**src/rtl/fan_pkg.sv**
```systemverilog
// Shared types and helpers for the fan PWM ramp controller.
package fan_pkg;

  typedef logic [3:0] fan_level_t;

  typedef enum logic [1:0] {
    IDLE,
    KICK,
    RUN
  } fan_state_e;

  localparam int FanMaxLevel = 15;

  // One ramp step: move a level one unit toward a target, or hold if equal.
  function automatic fan_level_t fan_step_toward(input fan_level_t level,
                                                 input fan_level_t target);
    fan_level_t result;
    result = level;
    if (target > level) begin
      result = level + fan_level_t'(1);
    end else if (target < level) begin
      result = level - fan_level_t'(1);
    end
    return result;
  endfunction

endpackage

```
**src/rtl/fan_sw_debounce.sv**
```systemverilog
// Two-flop synchroniser and debounce filter for the 4-bit fan switch setting.
// The target only follows a value that has sat unchanged on the synchronised
// bus long enough; any change restarts the wait.
module fan_sw_debounce
  import fan_pkg::*;
#(
  parameter int Cycles = 50_000
) (
  input  logic       soc_clk,
  input  logic       rst_n,
  input  fan_level_t setting_i,
  output fan_level_t target_o
);

  localparam int CntW = (Cycles > 1) ? $clog2(Cycles) : 1;
  localparam logic [CntW-1:0] CntLast = CntW'(Cycles - 1);

  fan_level_t      r_sync1;
  fan_level_t      r_sync2;
  fan_level_t      r_last;
  fan_level_t      r_target;
  logic [CntW-1:0] r_cnt;

  // Bring the asynchronous switch bus into the soc_clk domain.
  always_ff @(posedge soc_clk or negedge rst_n) begin
    if (!rst_n) begin
      r_sync1 <= '0;
      r_sync2 <= '0;
    end else begin
      r_sync1 <= setting_i;
      r_sync2 <= r_sync1;
    end
  end

  // Restart the stability count on any change; adopt the value once it has held.
  always_ff @(posedge soc_clk or negedge rst_n) begin
    if (!rst_n) begin
      r_last   <= '0;
      r_cnt    <= '0;
      r_target <= '0;
    end else if (r_sync2 != r_last) begin
      r_last <= r_sync2;
      r_cnt  <= '0;
    end else if (r_cnt == CntLast) begin
      r_target <= r_last;
    end else begin
      r_cnt <= r_cnt + 1'b1;
    end
  end

  assign target_o = r_target;

endmodule

```
**src/rtl/fan_pwm_ramp.sv**
```systemverilog
// Fan speed controller: debounced switch target, kick-start after a stop,
// timed one-level ramping toward the target, and a wrap-aligned PWM output.
module fan_pwm_ramp
  import fan_pkg::*;
#(
  parameter int ClkFreqHz      = 50_000_000,
  parameter int PwmFreqHz      = 25_000,
  parameter int DebounceCycles = 50_000,
  parameter int RampStepCycles = 500_000,
  parameter int KickCycles     = 25_000_000
) (
  input  logic       soc_clk,
  input  logic       rst_n,
  input  logic [3:0] pwm_setting_i,
  input  logic       force_full_i,
  output logic       fan_pwm_o,
  output logic [3:0] level_o,
  output logic [3:0] target_o,
  output logic       kick_o
);

  localparam int PeriodCycles = ClkFreqHz / PwmFreqHz;
  localparam int SlotCycles   = PeriodCycles / FanMaxLevel;
  localparam int PeriodW      = (PeriodCycles > 1) ? $clog2(PeriodCycles) : 1;
  localparam int KickW        = (KickCycles > 1) ? $clog2(KickCycles) : 1;
  localparam int StepW        = (RampStepCycles > 1) ? $clog2(RampStepCycles) : 1;

  localparam logic [PeriodW-1:0] PeriodLast = PeriodW'(PeriodCycles - 1);
  localparam logic [PeriodW-1:0] SlotLen    = PeriodW'(SlotCycles);
  localparam logic [KickW-1:0]   KickLast   = KickW'(KickCycles - 1);
  localparam logic [StepW-1:0]   StepLast   = StepW'(RampStepCycles - 1);
  localparam fan_level_t         MaxLevel   = fan_level_t'(FanMaxLevel);

  if (PeriodCycles < FanMaxLevel) begin : g_period_check
    $error("fan_pwm_ramp: ClkFreqHz/PwmFreqHz must be at least 15");
  end

  fan_level_t          w_target;
  fan_state_e          r_state;
  fan_state_e          w_state_nxt;
  fan_level_t          r_level;
  fan_level_t          w_level_nxt;
  logic [KickW-1:0]    r_kick_cnt;
  logic [KickW-1:0]    w_kick_cnt_nxt;
  logic [StepW-1:0]    r_step_cnt;
  logic [StepW-1:0]    w_step_cnt_nxt;
  logic [PeriodW-1:0]  r_period_cnt;
  logic [PeriodW-1:0]  w_threshold;
  fan_level_t          r_cmp;
  logic                w_pwm_nxt;
  logic                r_pwm;

  fan_sw_debounce #(
    .Cycles(DebounceCycles)
  ) u_debounce (
    .soc_clk  (soc_clk),
    .rst_n    (rst_n),
    .setting_i(pwm_setting_i),
    .target_o (w_target)
  );

  // Controller state, applied level and the kick/ramp timers.
  always_ff @(posedge soc_clk or negedge rst_n) begin
    if (!rst_n) begin
      r_state    <= IDLE;
      r_level    <= '0;
      r_kick_cnt <= '0;
      r_step_cnt <= '0;
    end else begin
      r_state    <= w_state_nxt;
      r_level    <= w_level_nxt;
      r_kick_cnt <= w_kick_cnt_nxt;
      r_step_cnt <= w_step_cnt_nxt;
    end
  end

  // Next-state logic: kick after a stop, then ramp one level per step period.
  always_comb begin
    w_state_nxt    = r_state;
    w_level_nxt    = r_level;
    w_kick_cnt_nxt = '0;
    w_step_cnt_nxt = '0;
    case (r_state)
      IDLE: begin
        w_level_nxt = '0;
        if (w_target != '0) begin
          w_state_nxt = KICK;
        end
      end
      KICK: begin
        if (w_target == '0) begin
          w_state_nxt = IDLE;
          w_level_nxt = '0;
        end else if (r_kick_cnt == KickLast) begin
          w_state_nxt = RUN;
          w_level_nxt = w_target;
        end else begin
          w_kick_cnt_nxt = r_kick_cnt + 1'b1;
        end
      end
      RUN: begin
        if (r_level != w_target) begin
          if (r_step_cnt == StepLast) begin
            w_level_nxt = fan_step_toward(r_level, w_target);
            if (w_level_nxt == '0) begin
              w_state_nxt = IDLE;
            end
          end else begin
            w_step_cnt_nxt = r_step_cnt + 1'b1;
          end
        end
      end
      default: begin
        w_state_nxt = IDLE;
        w_level_nxt = '0;
      end
    endcase
  end

  // Free-running PWM period counter; the duty compare only reloads at the wrap.
  always_ff @(posedge soc_clk or negedge rst_n) begin
    if (!rst_n) begin
      r_period_cnt <= '0;
      r_cmp        <= '0;
    end else if (r_period_cnt == PeriodLast) begin
      r_period_cnt <= '0;
      r_cmp        <= r_level;
    end else begin
      r_period_cnt <= r_period_cnt + 1'b1;
    end
  end

  // PWM compare: constant high while kicking or forced, low when idle.
  always_comb begin
    w_threshold = PeriodW'(r_cmp) * SlotLen;
    w_pwm_nxt   = 1'b0;
    case (r_state)
      KICK:    w_pwm_nxt = 1'b1;
      RUN:     w_pwm_nxt = (r_cmp == MaxLevel) || (r_period_cnt < w_threshold);
      default: w_pwm_nxt = 1'b0;
    endcase
    if (force_full_i) begin
      w_pwm_nxt = 1'b1;
    end
  end

  // Register the PWM pin so it never glitches.
  always_ff @(posedge soc_clk or negedge rst_n) begin
    if (!rst_n) begin
      r_pwm <= 1'b0;
    end else begin
      r_pwm <= w_pwm_nxt;
    end
  end

  assign fan_pwm_o = r_pwm;
  assign level_o   = r_level;
  assign target_o  = w_target;
  assign kick_o    = (r_state == KICK);

endmodule

```
**config.mk**
```make
export PLATFORM = sky130hd
export DESIGN_NAME = fan_pwm_ramp
export DESIGN_NICKNAME = d
export VERILOG_FILES = /design/src/rtl/fan_pkg.sv /design/src/rtl/fan_sw_debounce.sv /design/src/rtl/fan_pwm_ramp.sv
export SDC_FILE = /design/constraint.sdc
export NUM_CORES = 1
export LEC_CHECK = 0
export ABC_AREA = 1
export ABC_CLOCK_PERIOD_IN_PS = 2100
export BUFFER_PORTS_ARGS = -buffer_cell sky130_fd_sc_hd__buf_2
export CORE_ASPECT_RATIO = 1.75
export CORE_MARGIN = 2
export CORE_UTILIZATION = 25
export CTS_CLUSTER_SIZE = 8
export DETAILED_ROUTE_END_ITERATION = 10
export SKIP_LAST_GASP = 1
export SYNTH_ARGS = -nofsm -noshare
export SYNTH_HDL_FRONTEND = slang
export SYNTH_SLANG_ARGS = --single-unit
```
**constraint.sdc**
```tcl
create_clock -name soc_clk -period 2.1 [get_ports soc_clk]
set_clock_uncertainty 0.1 [all_clocks]
set_input_delay 0.42 -clock soc_clk [delete_from_list [all_inputs] [get_ports soc_clk]]
set_output_delay 0.42 -clock soc_clk [all_outputs]
set_load 0.05 [all_outputs]
```
**Yosys cells after proc, flatten, opt, wreduce, memory -nomap -nowiden**

Index checks and enable logic that the tools add are counted.

- Add/subtract/negate cells: 6
- Multiply operators: 1
- Magnitude comparators: 3
- Equal/unequal tests: 15
- Muxes and demuxes: 28
- Bitwise operators: 1
- Reduce and logical (&&, ||, !) cells: 8

Operators by type and width:

| cell | count |
|---|---|
| two-way mux 25 bit | 3 |
| two-way mux 19 bit | 3 |
| two-way mux 4 bit | 9 |
| two-way mux 16 bit | 2 |
| adder 25 x 1 -> 25 bit (second input constant) | 1 |
| == test 25 bit (second input constant) | 1 |
| adder 19 x 1 -> 19 bit (second input constant) | 1 |
| == test 19 bit (second input constant) | 1 |
| adder 16 x 1 -> 16 bit (second input constant) | 1 |
| == test 16 bit (second input constant) | 1 |
| two-way mux 2 bit | 6 |
| adder 11 x 1 -> 11 bit (second input constant) | 1 |
| == test 11 bit (second input constant) | 1 |
| < comparator 11 bit | 1 |
| multiplier 4 x 8 -> 11 bit (second input constant) | 1 |
| two-way mux 11 bit | 1 |
| zero test 4 bit | 2 |
| != test 2 bit (second input constant) | 4 |
| != test 4 bit | 2 |
| case mux 4 bit (2 select lines) | 1 |
| case mux 2 bit (3 select lines) | 1 |
| AND reduction 5 bit | 1 |
| adder 4 x 1 -> 4 bit (second input constant) | 1 |
| == test 4 bit (second input constant) | 1 |
| 15 further kinds | 15 |

- Flip-flop bits (word level): 98
- Output and inout port bits: 10
- Word-level logic and storage cells: 74

**Depth between registers and ports, before layout**

Gate-level depths: netlist of run 1.

- Word-level depth: 11
- Gate-level depth with buffers: 16
- Depth with buffers taken out: 16

**By module**

From an unflattened synthesis of run 1, not the netlist that was laid out.

- Cells, all modules: 747
- Area total of the unflattened synthesis: 5657.9 um2

By module, submodules not included:

| module | times used | cells each | area an instance (um2) | sequential area each (um2) |
|---|---|---|---|---|
| fan_pwm_ramp | 1 | 552 | 4112.7 | 1651.6 |
| fan_sw_debounce | 1 | 195 | 1545.2 | 800.8 |

**Least setup slack after synthesis of run 1**

OpenSTA, ideal clock, no wires.

- Path type: reg2reg
- Start point: register r_level[2], in the netlist level_o[2]
- End point: register r_state[0]
- Library setup time: 0.116 ns
- Arrival: 2.210 ns
- Data required time: 1.884 ns
- Path slack: -0.327 ns
- Stages on the path, launching flop included: 15
- Cells stage by stage: dfrtp_1 clkbuf_1 inv_1 ha_1 nand2_1 nor2_1 inv_1 nand2_1 nand2_1 nand2_1 nor2_1 nor2_1 nand2_1 nand2_1 nand2_1

- Word-level cells in the longest chain between the ends: 9

RTL lines:

| item | RTL line | text |
|---|---|---|
| from (decl) | fan_pwm_ramp.sv:41 | `fan_level_t r_level;` |
| from (signal assigned) | fan_pwm_ramp.sv:71 | `r_level <= w_level_nxt;` |
| subtractor 4 x 1 -> 4 bit or < comparator 4 bit (tied branches) | fan_pkg.sv:22, fan_pkg.sv:21 |  |
| two-way mux 4 bit | fan_pkg.sv:21 | `end else if (target < level) begin` |
| two-way mux 4 bit | fan_pkg.sv:19 | `if (target > level) begin` |
| two-way mux 4 bit | fan_pwm_ramp.sv:103 | `if (r_step_cnt == StepLast) begin` |
| two-way mux 4 bit | fan_pwm_ramp.sv:102 | `if (r_level != w_target) begin` |
| two-way mux 4 bit | fan_pwm_ramp.sv:83 | `case (r_state)` |
| zero test 4 bit | fan_pwm_ramp.sv:105 | `if (w_level_nxt == '0) begin` |
| != test 2 bit (no line) | n/a |  |
| AND reduction 5 bit (no line) * | n/a |  |
| to (signal assigned) | fan_pwm_ramp.sv:70 | `r_state <= w_state_nxt;` |
| to (decl) | fan_pwm_ramp.sv:39 | `fan_state_e r_state;` |

Mark *: on every way between the ends. The rest lies on a longest branch, timed or not. The select of a mux whose other input is x is not followed.
A chain may end at the register's enable or synchronous reset.

**Worst setup path after layout of run 1**

- Start point: register r_cmp[1]
- End point: register r_pwm, in the netlist fan_pwm_o

- Word-level cells in the longest chain between the ends: 5

RTL lines:

| item | RTL line | text |
|---|---|---|
| from (decl) | fan_pwm_ramp.sv:49 | `fan_level_t r_cmp;` |
| from (signal assigned) | fan_pwm_ramp.sv:127 | `r_cmp <= r_level;` |
| multiplier 4 x 8 -> 11 bit | fan_pwm_ramp.sv:135 | `w_threshold = PeriodW'(r_cmp) * SlotLen;` |
| < comparator 11 bit | fan_pwm_ramp.sv:139 | `RUN: w_pwm_nxt = (r_cmp == MaxLevel) \|\| (r_period_cnt < w_threshold);` |
| logical OR 1 bit * | fan_pwm_ramp.sv:139 |  |
| case mux 1 bit (2 select lines) * | fan_pwm_ramp.sv:137 | `case (r_state)` |
| two-way mux 1 bit * | fan_pwm_ramp.sv:142 | `if (force_full_i) begin` |
| named net w_pwm_nxt | fan_pwm_ramp.sv:50 | `logic w_pwm_nxt;` |
| to (signal assigned) | fan_pwm_ramp.sv:152 | `r_pwm <= w_pwm_nxt;` |
| to (decl) | fan_pwm_ramp.sv:51 | `logic r_pwm;` |

The timed path passes the listed nets; every way through them passes the cells marked *.

==> results.sh, run 1 <==
export IMPL_drive_above_1_share_pct=16.0
export IMPL_routed_wl_mm=12.3
export IMPL_fmax_mhz=445
export IMPL_fin_ws_ns=-0.146
export IMPL_p_leak_nw=2.90
export IMPL_syn2layout_area_growth_pct=20.0
export IMPL_ant_nets=0
export IMPL_cts_tree="done"
export IMPL_crit_required_ns=2.26
export IMPL_drc=0
export IMPL_fin_util_pct=30.6
export IMPL_placed_area_sq_um=6210
export IMPL_overflow=0
export IMPL_cp_data_arrival_time_ns=2.40
export IMPL_tightest_slew_ns=0.432
export IMPL_die_width_microns=116
export IMPL_crit_path_max_fanout=3
export IMPL_final_min_clock_period_ns=2.25
export IMPL_final_cell_mix="150 x nand2_1, 94 x dfrtp_1, 92 x inv_1"
export IMPL_port_buffers=16
export IMPL_syn_area_sq_um=5500
export IMPL_relSlewSlack_pct=70.9
export IMPL_cts_sink_count=98
export IMPL_min_path_type="primary input to flop"
export IMPL_first_pass_iters=4
export IMPL_p_per_area_nw_per_um2=545
export IMPL_dpl_hpwl_mm=9.34
export IMPL_die_area_sq_um=23300
export IMPL_grt_util_all_layers_pct=11.2
export IMPL_viasPerCell=4.41
export IMPL_gp_congestion=0.851
export IMPL_yosys_cell_types_count=37
export IMPL_ys_warnings_count=0
export IMPL_die_y_microns=200
export IMPL_outcome="complete, but fails checks"
export IMPL_post_route_period_util_pct=107
export IMPL_rsz0062_at_grt="yes"
export IMPL_ir_drop_v=0.000392
export IMPL_grt_antenna_before_repair=0
export IMPL_diodes=0
export IMPL_initial_utilization_pct=25.5
export IMPL_cts_root_buffer="clkbuf_16"
export IMPL_crit_path_start_kind="flop"
export IMPL_grt_pass1_wl_mm=20.8
export IMPL_whs_ns=0.0616
export IMPL_cap_violations=0
export IMPL_cts_clk_slew_worst_paths_ns=0.07
export IMPL_synth_edf_count=0
export IMPL_async_reset_ff_share_pct=100
export IMPL_num_vias=4586
export IMPL_io_pins=17
export IMPL_post_place_ws_ns=-0.158
export IMPL_yosys_register_bits=98
export IMPL_synth_nets=731
export IMPL_grt_pass1_vias=4602
export IMPL_violations="negative setup slack"
export IMPL_setup_viol=1
export IMPL_wire_per_inst_microns=11.8
export IMPL_rows=71
export IMPL_core_sq_um=21600
export IMPL_path_class="flop to flop"
export IMPL_htreeDepth=3
export IMPL_drt_initial_drc_count=209
export IMPL_end_kind="flop"
export IMPL_layout_commonest_cell="nand2_1"
export IMPL_hold_viol=0
export IMPL_report_final_slew_viol_count=0
export IMPL_grt_max_degree=57
export IMPL_avgSynthCellArea_sq_um=7.91
export IMPL_ys_flop_type="dfrtp_1"
export IMPL_syn_inst=695
export IMPL_clk_latency_ns=0.36
export IMPL_fin_nets=780
export IMPL_seq_area_frac_synth_pct=44.6
export IMPL_final_setup_tns_ns=-0.146
export IMPL_clock_path_buffers=2
export IMPL_final_cell_area_sq_um=6600
export IMPL_cts_buffers=9
## cells by family (layout without fill, tap and decap cells)
kind of cell	count (synthesis)	count (layout)	synth area share, %
AOI/OAI and AO/OA	78	78	7.71
xor gates and xnor gates	21	21	3.34
adders and majority gates	29	29	6.60
DFF	98	98	44.6
buffers and inverters	111	165	7.92
and+or+nand+nor	354	354	29.0
muxes	4	4	0.819
## per-stage QoR
| stage | power [mW] | std cells |
|---|---|---|
| after floorplan | 1.96 | 695 |
| after global placement | 2.02 | 1020 |
| after detailed placement | 2.02 | 1020 |
| after CTS | 3.66 | 1037 |
| after global routing | 3.75 | 1041 |
| final | 3.60 | 1041 |
## worst max-delay path: stages, from the launching register on
cell     delay (ns)
dfrtp_1        0.41
ha_4           0.18
ha_4           0.15
ha_4           0.27
a31o_4         0.13
inv_2          0.04
ha_4           0.25
nand4_1        0.07
a21oi_1        0.12
nor2_1         0.05
o21ai_1        0.12
nand2_1        0.06
nand2_1        0.05
nand2_1        0.05
nand2_1        0.05
nand2_1        0.04
## final timing paths
check,from,endpoint,slack [ns],depth (start not counted)
max,r_cmp[1]$_DFFE_PN0N_,fan_pwm_o$_DFF_PN0_,-0.15,15
min,pwm_setting_i[3],u_debounce.r_sync1[3]$_DFF_PN0_,0.06,1
max reg2reg,r_cmp[1]$_DFFE_PN0N_,fan_pwm_o$_DFF_PN0_,-0.15,15
min reg2reg,u_debounce.r_sync1[1]$_DFF_PN0_,u_debounce.r_sync2[1]$_DFF_PN0_,0.25,0
max in group asynchronous,rst_n,r_step_cnt[5]$_DFF_PN0_,0.90,3
min in group asynchronous,rst_n,r_kick_cnt[1]$_DFF_PN0_,0.39,2
## power by group
| part | internal [mW] | switching [mW] |
|---|---|---|
| clock | 0.825 | 0.793 |
| sequential | 1.90 | 0.00714 |
| combinational | 0.0208 | 0.0540 |
| total | 2.75 | 0.854 |
## final cells by class
type / instances / area (sq um)
fillers: 2275 / 15000
multi-input cells: 486 / 2750
repair buffers: 49 / 358
clock inverters: 7 / 58.8
clock buffers: 9 / 225
repair inverters: 1 / 7.51
inverters: 99 / 375
well taps: 292 / 365
flip-flops and latches: 98 / 2460
## sequential cells by signal, summed over array words and instances (netlist names)
signal	count
fan_pwm_o	1
u_debounce.r_last	4
r_cmp	4
r_step_cnt	19
r_kick_cnt	25
r_state	2
level_o	4
u_debounce.r_sync1	4
r_period_cnt	11
u_debounce.r_cnt	16
u_debounce.target_o	4
u_debounce.r_sync2	4
## cell usage after synthesis (all sizes together) (2+ instances only)
library cell / instances / area [sq um]
o21ai: 27 / 135
xnor2: 8 / 70.1
nor3b: 3 / 27.5
xor2: 13 / 114
inv: 99 / 372
buf: 5 / 37.5
a211oi: 3 / 22.5
o21a: 5 / 37.5
or2: 4 / 25.0
ha: 29 / 363
nand2: 159 / 607
and3: 2 / 12.5
dfrtp: 98 / 2450
nor4: 7 / 43.8
clkbuf: 7 / 26.3
nand3: 34 / 175
a31oi: 4 / 25.0
nor2: 102 / 435
nand4: 28 / 188
mux2: 4 / 45.0
a21oi: 36 / 180
nor3: 14 / 75.1
## metal layers
metal | vias to the layer above | global-route usage (%) | wire (microns) | share of wire [%]
met4 | 0 | 5.23 | 418 | 3.4
met5 | - | 0 | 0 | 0
met3 | 25 | 2.54 | 349 | 2.8
met2 | 59 | 20.4 | 6570 | 54
li1 | 2345 | - | - | -
met1 | 2157 | 11.9 | 4920 | 40
## what timing repair did
item	4_1_cts	5_1_grt
setup endpoints to repair	1	13
gates cloned	0	1
resized for setup	0	15
endpoints found under the hold margin	18	0
pin swaps	6	8
hold buffers	1	0
setup buffers	0	3
Note: power is estimated with default switching activity, not from simulation.
==> run 2, diff against run 1 <==
--- a/config.mk
+++ b/config.mk
@@ -15,2 +15,3 @@
 export DETAILED_ROUTE_END_ITERATION = 10
+export PLACE_DENSITY = 0.41
 export SKIP_LAST_GASP = 1
==> constraint.sdc (replaced) <==
create_clock -name soc_clk -period 2.1 [get_ports soc_clk]
set_clock_uncertainty 0.1 [all_clocks]
set_input_delay 0.105 -clock soc_clk [delete_from_list [all_inputs] [get_ports soc_clk]]
set_output_delay 0.105 -clock soc_clk [all_outputs]
set_load 0.05 [all_outputs]
==> run 2 against run 1 <==
- the flow still finishes with violations (negative setup slack)
- utilization grew 0.31 points
- fmax fell by 2.2%
- global-route usage up 0.89 points
- register-to-register slack lost 0.05 ns
- sequential share of layout area decreased by 0.37 points
- critical path depth unchanged
- setup slack got worse by 0.050 ns
- final area rose by 1.0%
- via count fell by 1.2%
- routed wire length increased by 6.7%
- worst hold slack improved by 0.029 ns
- critical endpoint unchanged
==> results.sh, run 2 (same netlist as run 1, synthesis figures left out) <==
export IMPL_die_area_sq_um=23300
export IMPL_first_pass_iters=4
export IMPL_p_per_area_nw_per_um2=559
export IMPL_crit_path_start_kind="flop"
export IMPL_drive_above_1_share_pct=16.2
export IMPL_routed_wl_mm=13.1
export IMPL_final_min_clock_period_ns=2.30
export IMPL_crit_path_max_fanout=3
export IMPL_final_cell_mix="149 x nand2_1, 94 x dfrtp_1, 90 x inv_1"
export IMPL_dpl_hpwl_mm=9.88
export IMPL_path_class="flop to flop"
export IMPL_fmax_mhz=436
export IMPL_reg2reg_depth=15
export IMPL_cts_sink_count=98
export IMPL_setup_viol=1
export IMPL_grt_max_degree=70
export IMPL_viasPerCell=4.33
export IMPL_rr_startpoint="r_cmp[3]$_DFFE_PN0N_"
export IMPL_min_path_type="primary input to async pin"
export IMPL_cts_tree="done"
export IMPL_grt_pass1_vias=4812
export IMPL_relSlewSlack_pct=70.2
export IMPL_cap_violations=0
export IMPL_grt_util_all_layers_pct=12.1
export IMPL_overflow=0
export IMPL_rows=71
export IMPL_p_leak_nw=2.92
export IMPL_post_route_period_util_pct=109
export IMPL_syn2layout_area_growth_pct=21.2
export IMPL_dp_cells=1020
export IMPL_cts_root_buffer="clkbuf_16"
export IMPL_tightest_slew_ns=0.443
export IMPL_fin_ws_ns=-0.196
export IMPL_rsz0062_at_grt="yes"
export IMPL_whs_ns=0.0902
export IMPL_clk_latency_ns=0.35
export IMPL_largest_register="r_kick_cnt"
export IMPL_clock_path_buffers=2
export IMPL_die_width_microns=116
export IMPL_wire_per_inst_microns=12.5
export IMPL_layout_commonest_cell="nand2_1"
export IMPL_grt_antenna_before_repair=0
export IMPL_hold_viol=0
export IMPL_grtUsageMet2_pct=22.2
export IMPL_largest_reg_flops=25
export IMPL_violations="negative setup slack"
export IMPL_ir_drop_v=0.000286
export IMPL_num_vias=4532
export IMPL_crit_required_ns=2.24
export IMPL_drc=0
export IMPL_cts_buffers=9
export IMPL_htreeDepth=3
export IMPL_port_buffers=16
export IMPL_p_total_mw=3.72
export IMPL_ant_nets=0
export IMPL_grt_pass1_wl_mm=22.5
export IMPL_report_final_slew_viol_count=0
export IMPL_startpoint="r_cmp[3]$_DFFE_PN0N_"
export IMPL_cp_data_arrival_time_ns=2.44
export IMPL_outcome="complete, but fails checks"
export IMPL_diodes=0
export IMPL_die_y_microns=200
export IMPL_busiest_layer="met2"
export IMPL_gp_congestion=0.812
export IMPL_grt_util_met1_pct=13.6
export IMPL_top_regs="r_kick_cnt: 25 flops, r_step_cnt: 19 flops, u_debounce.r_cnt: 16 flops"
export IMPL_io_pins=17
export IMPL_fin_nets=785
export IMPL_initial_utilization_pct=25.5
export IMPL_end_kind="flop"
export IMPL_drt_initial_drc_count=152
export IMPL_grt_use_met3_pct=1.85
export IMPL_core_sq_um=21600
export IMPL_post_place_ws_ns=-0.219
export IMPL_fin_cells=1046
export IMPL_cts_clk_slew_worst_paths_ns=0.08
-- run 2: path summary, 6_finish.rpt --
check	endpoint	slack, ns
max	fan_pwm_o$_DFF_PN0_	-0.20
min	r_kick_cnt[2]$_DFF_PN0_	0.09
max reg2reg	fan_pwm_o$_DFF_PN0_	-0.20
min reg2reg	u_debounce.r_sync2[2]$_DFF_PN0_	0.25
max in group asynchronous	level_o[3]$_DFFE_PN0P_	1.16
min in group soc_clk	u_debounce.r_sync2[2]$_DFF_PN0_	0.25
-- run 2: power by group --
part	internal (mW)	switching, mW	leakage [nW]
clock network	0.944	0.789	0.147
registers	1.90	0.00718	1.32
logic	0.0267	0.0569	1.45
total	2.87	0.853	2.92
-- run 2: cell type report --
cell class                 count  area, sq um
clock buffer                   9          225
clock inverter                 7         81.3
fill                        2313        14900
inverter                      99          375
multi-input combinational    486         2750
sequential                    98         2460
tap                          292          365
timing repair buffer          55          415
-- run 2: critical path, cell delays in order, from the launching register on --
cell     delay [ns]
dfrtp_2        0.43
ha_4           0.17
ha_4           0.15
ha_4           0.26
a31o_4         0.13
inv_2          0.04
ha_4           0.25
nand4_1        0.09
a21oi_1        0.12
nor2_1         0.05
o21ai_1        0.11
nand2_1        0.07
nand2_1        0.06
nand2_1        0.05
nand2_1        0.06
nand2_1        0.04
-- run 2: repair_timing --
action                     4_1_cts  5_1_grt
setup endpoints to repair        1       16
pin swaps                        7        8
setup buffers                    0        4
resized for setup                0       15
hold buffers                     6        0
cloned                           0        0
hold endpoints to repair       103        0
-- run 2: metal layers --
metal / vias up / part of all wire (%) / wire length, microns
li1: 2341 / - / -
met1: 2132 / 42 / 5430
met2: 38 / 54 / 7060
met3: 21 / 1.8 / 241
met4: 0 / 2.6 / 344
met5: - / 0 / 0
-- run 2: per-stage QoR --
stage	TNS, ns	utilization (%)	cell area, sq um
2_1_floorplan	-0.110	-	5610
3_3_place_gp	-0.188	28.8	6210
3_5_place_dp	-0.219	28.8	6210
4_1_cts	-0.222	30.5	6580
5_1_grt	-0.402	30.9	6670
6_report	-0.196	30.9	6670
==> run 3, diff against run 2 <==
- CELL_PAD_IN_SITES_DETAIL_PLACEMENT: not set -> 0
- CELL_PAD_IN_SITES_GLOBAL_PLACEMENT: not set -> 1
- PLACE_DENSITY: 0.41 -> 0.5
- RECOVER_POWER: not set -> 50
==> run 3 against run 2 <==
- the flow still finishes with violations (negative setup slack)
- critical endpoint unchanged
- critical path depth is the same
- setup slack better by 0.0068 ns
- non-clock buffer count increased by 4
- register-to-register slack is essentially flat
- die area unchanged
- critical path type unchanged
- count of clock-buffer cells in the layout stayed put
==> results.sh, run 3 (same netlist as run 1, synthesis figures left out) <==
export IMPL_relSlewSlack_pct=54.6
export IMPL_io_pins=17
export IMPL_top_regs="r_kick_cnt: 25 flops, r_step_cnt: 19 flops, u_debounce.r_cnt: 16 flops"
export IMPL_cp_data_arrival_time_ns=2.49
export IMPL_p_total_mw=3.76
export IMPL_cts_tree="done"
export IMPL_final_min_clock_period_ns=2.29
export IMPL_dpl_hpwl_mm=10.4
export IMPL_cp_slowest_stage_delay_ns=0.42
export IMPL_fin_ws_ns=-0.189
export IMPL_crit_required_ns=2.30
export IMPL_outcome="complete, but fails checks"
export IMPL_final_cell_mix="151 x nand2_1, 94 x dfrtp_1, 91 x inv_1"
export IMPL_crit_path_start_kind="flop"
export IMPL_viasPerCell=4.34
export IMPL_largest_reg_flops=25
export IMPL_gp_congestion=0.838
export IMPL_diodes=0
export IMPL_drt_initial_drc_count=185
export IMPL_largest_register="r_kick_cnt"
export IMPL_path_cells="ha_4 -> ha_4 -> ha_4 -> a31o_4 -> inv_2 -> ha_4 -> a21oi_1 -> o21ai_1 -> nor2_1 -> o21ai_1 -> nand2_1 -> nand2_1 -> nand2_1 -> nand2_1 -> nand2_1"
export IMPL_initial_utilization_pct=25.5
export IMPL_p_leak_nw=2.93
export IMPL_path_class="flop to flop"
export IMPL_timing_critical_path_mode_cell="nand2_1"
export IMPL_wire_per_inst_microns=13.0
export IMPL_reg2reg_depth=15
export IMPL_num_vias=4556
export IMPL_fmax_mhz=437
export IMPL_crit_buf_inv=1
export IMPL_violations="negative setup slack"
export IMPL_final_cell_area_sq_um=6690
export IMPL_crit_path_max_fanout=3
export IMPL_slowest_stage="dfrtp_2"
export IMPL_hold_viol=0
export IMPL_final_setup_tns_ns=-0.189
export IMPL_cap_violations=0
export IMPL_htreeDepth=3
export IMPL_syn2layout_area_growth_pct=21.7
export IMPL_port_buffers=16
export IMPL_post_place_ws_ns=-0.243
export IMPL_cts_clk_slew_worst_paths_ns=0.08
export IMPL_clock_path_buffers=2
export IMPL_cts_buffers=9
export IMPL_min_path_type="primary input to async pin"
export IMPL_ir_drop_v=0.000347
export IMPL_placed_area_sq_um=6230
export IMPL_die_width_microns=116
export IMPL_first_pass_iters=4
export IMPL_layout_commonest_cell="nand2_1"
export IMPL_die_y_microns=200
export IMPL_drc=0
export IMPL_routed_wl_mm=13.7
export IMPL_post_route_period_util_pct=109
export IMPL_fillerInstances=2329
export IMPL_ant_nets=0
export IMPL_cts_sink_count=98
export IMPL_rows=71
export IMPL_p_per_area_nw_per_um2=562
export IMPL_core_sq_um=21600
export IMPL_tightest_slew_ns=0.681
export IMPL_cts_root_buffer="clkbuf_16"
export IMPL_drive_above_1_share_pct=16.6
export IMPL_setup_viol=1
export IMPL_rsz0062_at_grt="yes"
export IMPL_worstSetupPathDepth=15
export IMPL_die_area_sq_um=23300
export IMPL_report_final_slew_viol_count=0
export IMPL_grt_util_all_layers_pct=12.9
export IMPL_grt_pass1_vias=4793
export IMPL_overflow=0
export IMPL_grt_max_degree=49
export IMPL_clk_latency_ns=0.36
export IMPL_end_kind="flop"
export IMPL_grt_pass1_wl_mm=23.6
export IMPL_cpLargestDelayFamily="adder cells"
export IMPL_grt_antenna_before_repair=0
export IMPL_fin_nets=789
[run 3: cell types whose count changed in the layout (fill, tap and decap cells not counted), sizes merged]
cell and delta:
clkbuf +3, buf +1, clkinvlp +1, inv -1
[run 3: path summary, 6_finish.rpt]
path	startpoint	endpoint	slack, ns
max	r_cmp[3]$_DFFE_PN0N_	fan_pwm_o$_DFF_PN0_	-0.19
min	rst_n	r_period_cnt[2]$_DFF_PN0_	0.19
max reg2reg	r_cmp[3]$_DFFE_PN0N_	fan_pwm_o$_DFF_PN0_	-0.19
min reg2reg	u_debounce.r_sync1[1]$_DFF_PN0_	u_debounce.r_sync2[1]$_DFF_PN0_	0.25
max in group asynchronous	rst_n	level_o[1]$_DFFE_PN0P_	0.48
min in group soc_clk	u_debounce.r_sync1[1]$_DFF_PN0_	u_debounce.r_sync2[1]$_DFF_PN0_	0.25
[run 3: repair_timing]
| item | CTS | global route |
|---|---|---|
| buffers inserted | 1 | 5 |
| gates resized for setup | 1 | 13 |
| hold buffers | 6 | 0 |
| endpoints found under the setup margin | 1 | 23 |
| pin swaps | 5 | 2 |
| endpoints found under the hold margin | 103 | 0 |
[run 3: routing by layer]
metal / track usage [%] / share of wire [%] / vias up
met1: 15.3 / 43 / 2130
met3: 2.09 / 2.3 / 21
met5: 0 / 0 / -
li1: - / - / 2358
met2: 22.7 / 53 / 47
met4: 5.19 / 2.4 / 0
[run 3: layout make-up]
type                    count  area, sq um  area share (%)
repair buffers             59          442            6.60
flip-flops and latches     98         2460            36.7
multi-input cells         486         2740            41.0
well taps                 292          365            5.46
clock inverters             7         85.1            1.27
inverters                  99          375            5.61
clock buffers               9          225            3.37
[run 3: worst register-to-register path, cell delays in order (launching register included)]
cell,delay (ns)
dfrtp_2,0.42
ha_4,0.17
ha_4,0.15
ha_4,0.24
a31o_4,0.21
inv_2,0.06
ha_4,0.20
a21oi_1,0.15
o21ai_1,0.08
nor2_1,0.12
o21ai_1,0.07
nand2_1,0.07
nand2_1,0.05
nand2_1,0.05
nand2_1,0.05
nand2_1,0.05
[run 3: power by group]
part / total, mW / internal, mW / switching (mW)
clock network: 1.77 / 0.948 / 0.825
registers: 1.91 / 1.90 / 0.00816
logic: 0.0794 / 0.0229 / 0.0565
total: 3.76 / 2.87 / 0.889
[run 3: per-stage QoR]
stage / hold WS, ns / util [%] / std cells
floorplan: -0.291 / - / 695
global placement: -0.129 / 28.8 / 1022
detailed placement: -0.133 / 28.8 / 1022
CTS: 0.0238 / 30.6 / 1045
global route: 0.240 / 31.0 / 1050
finish: 0.192 / 31.0 / 1050
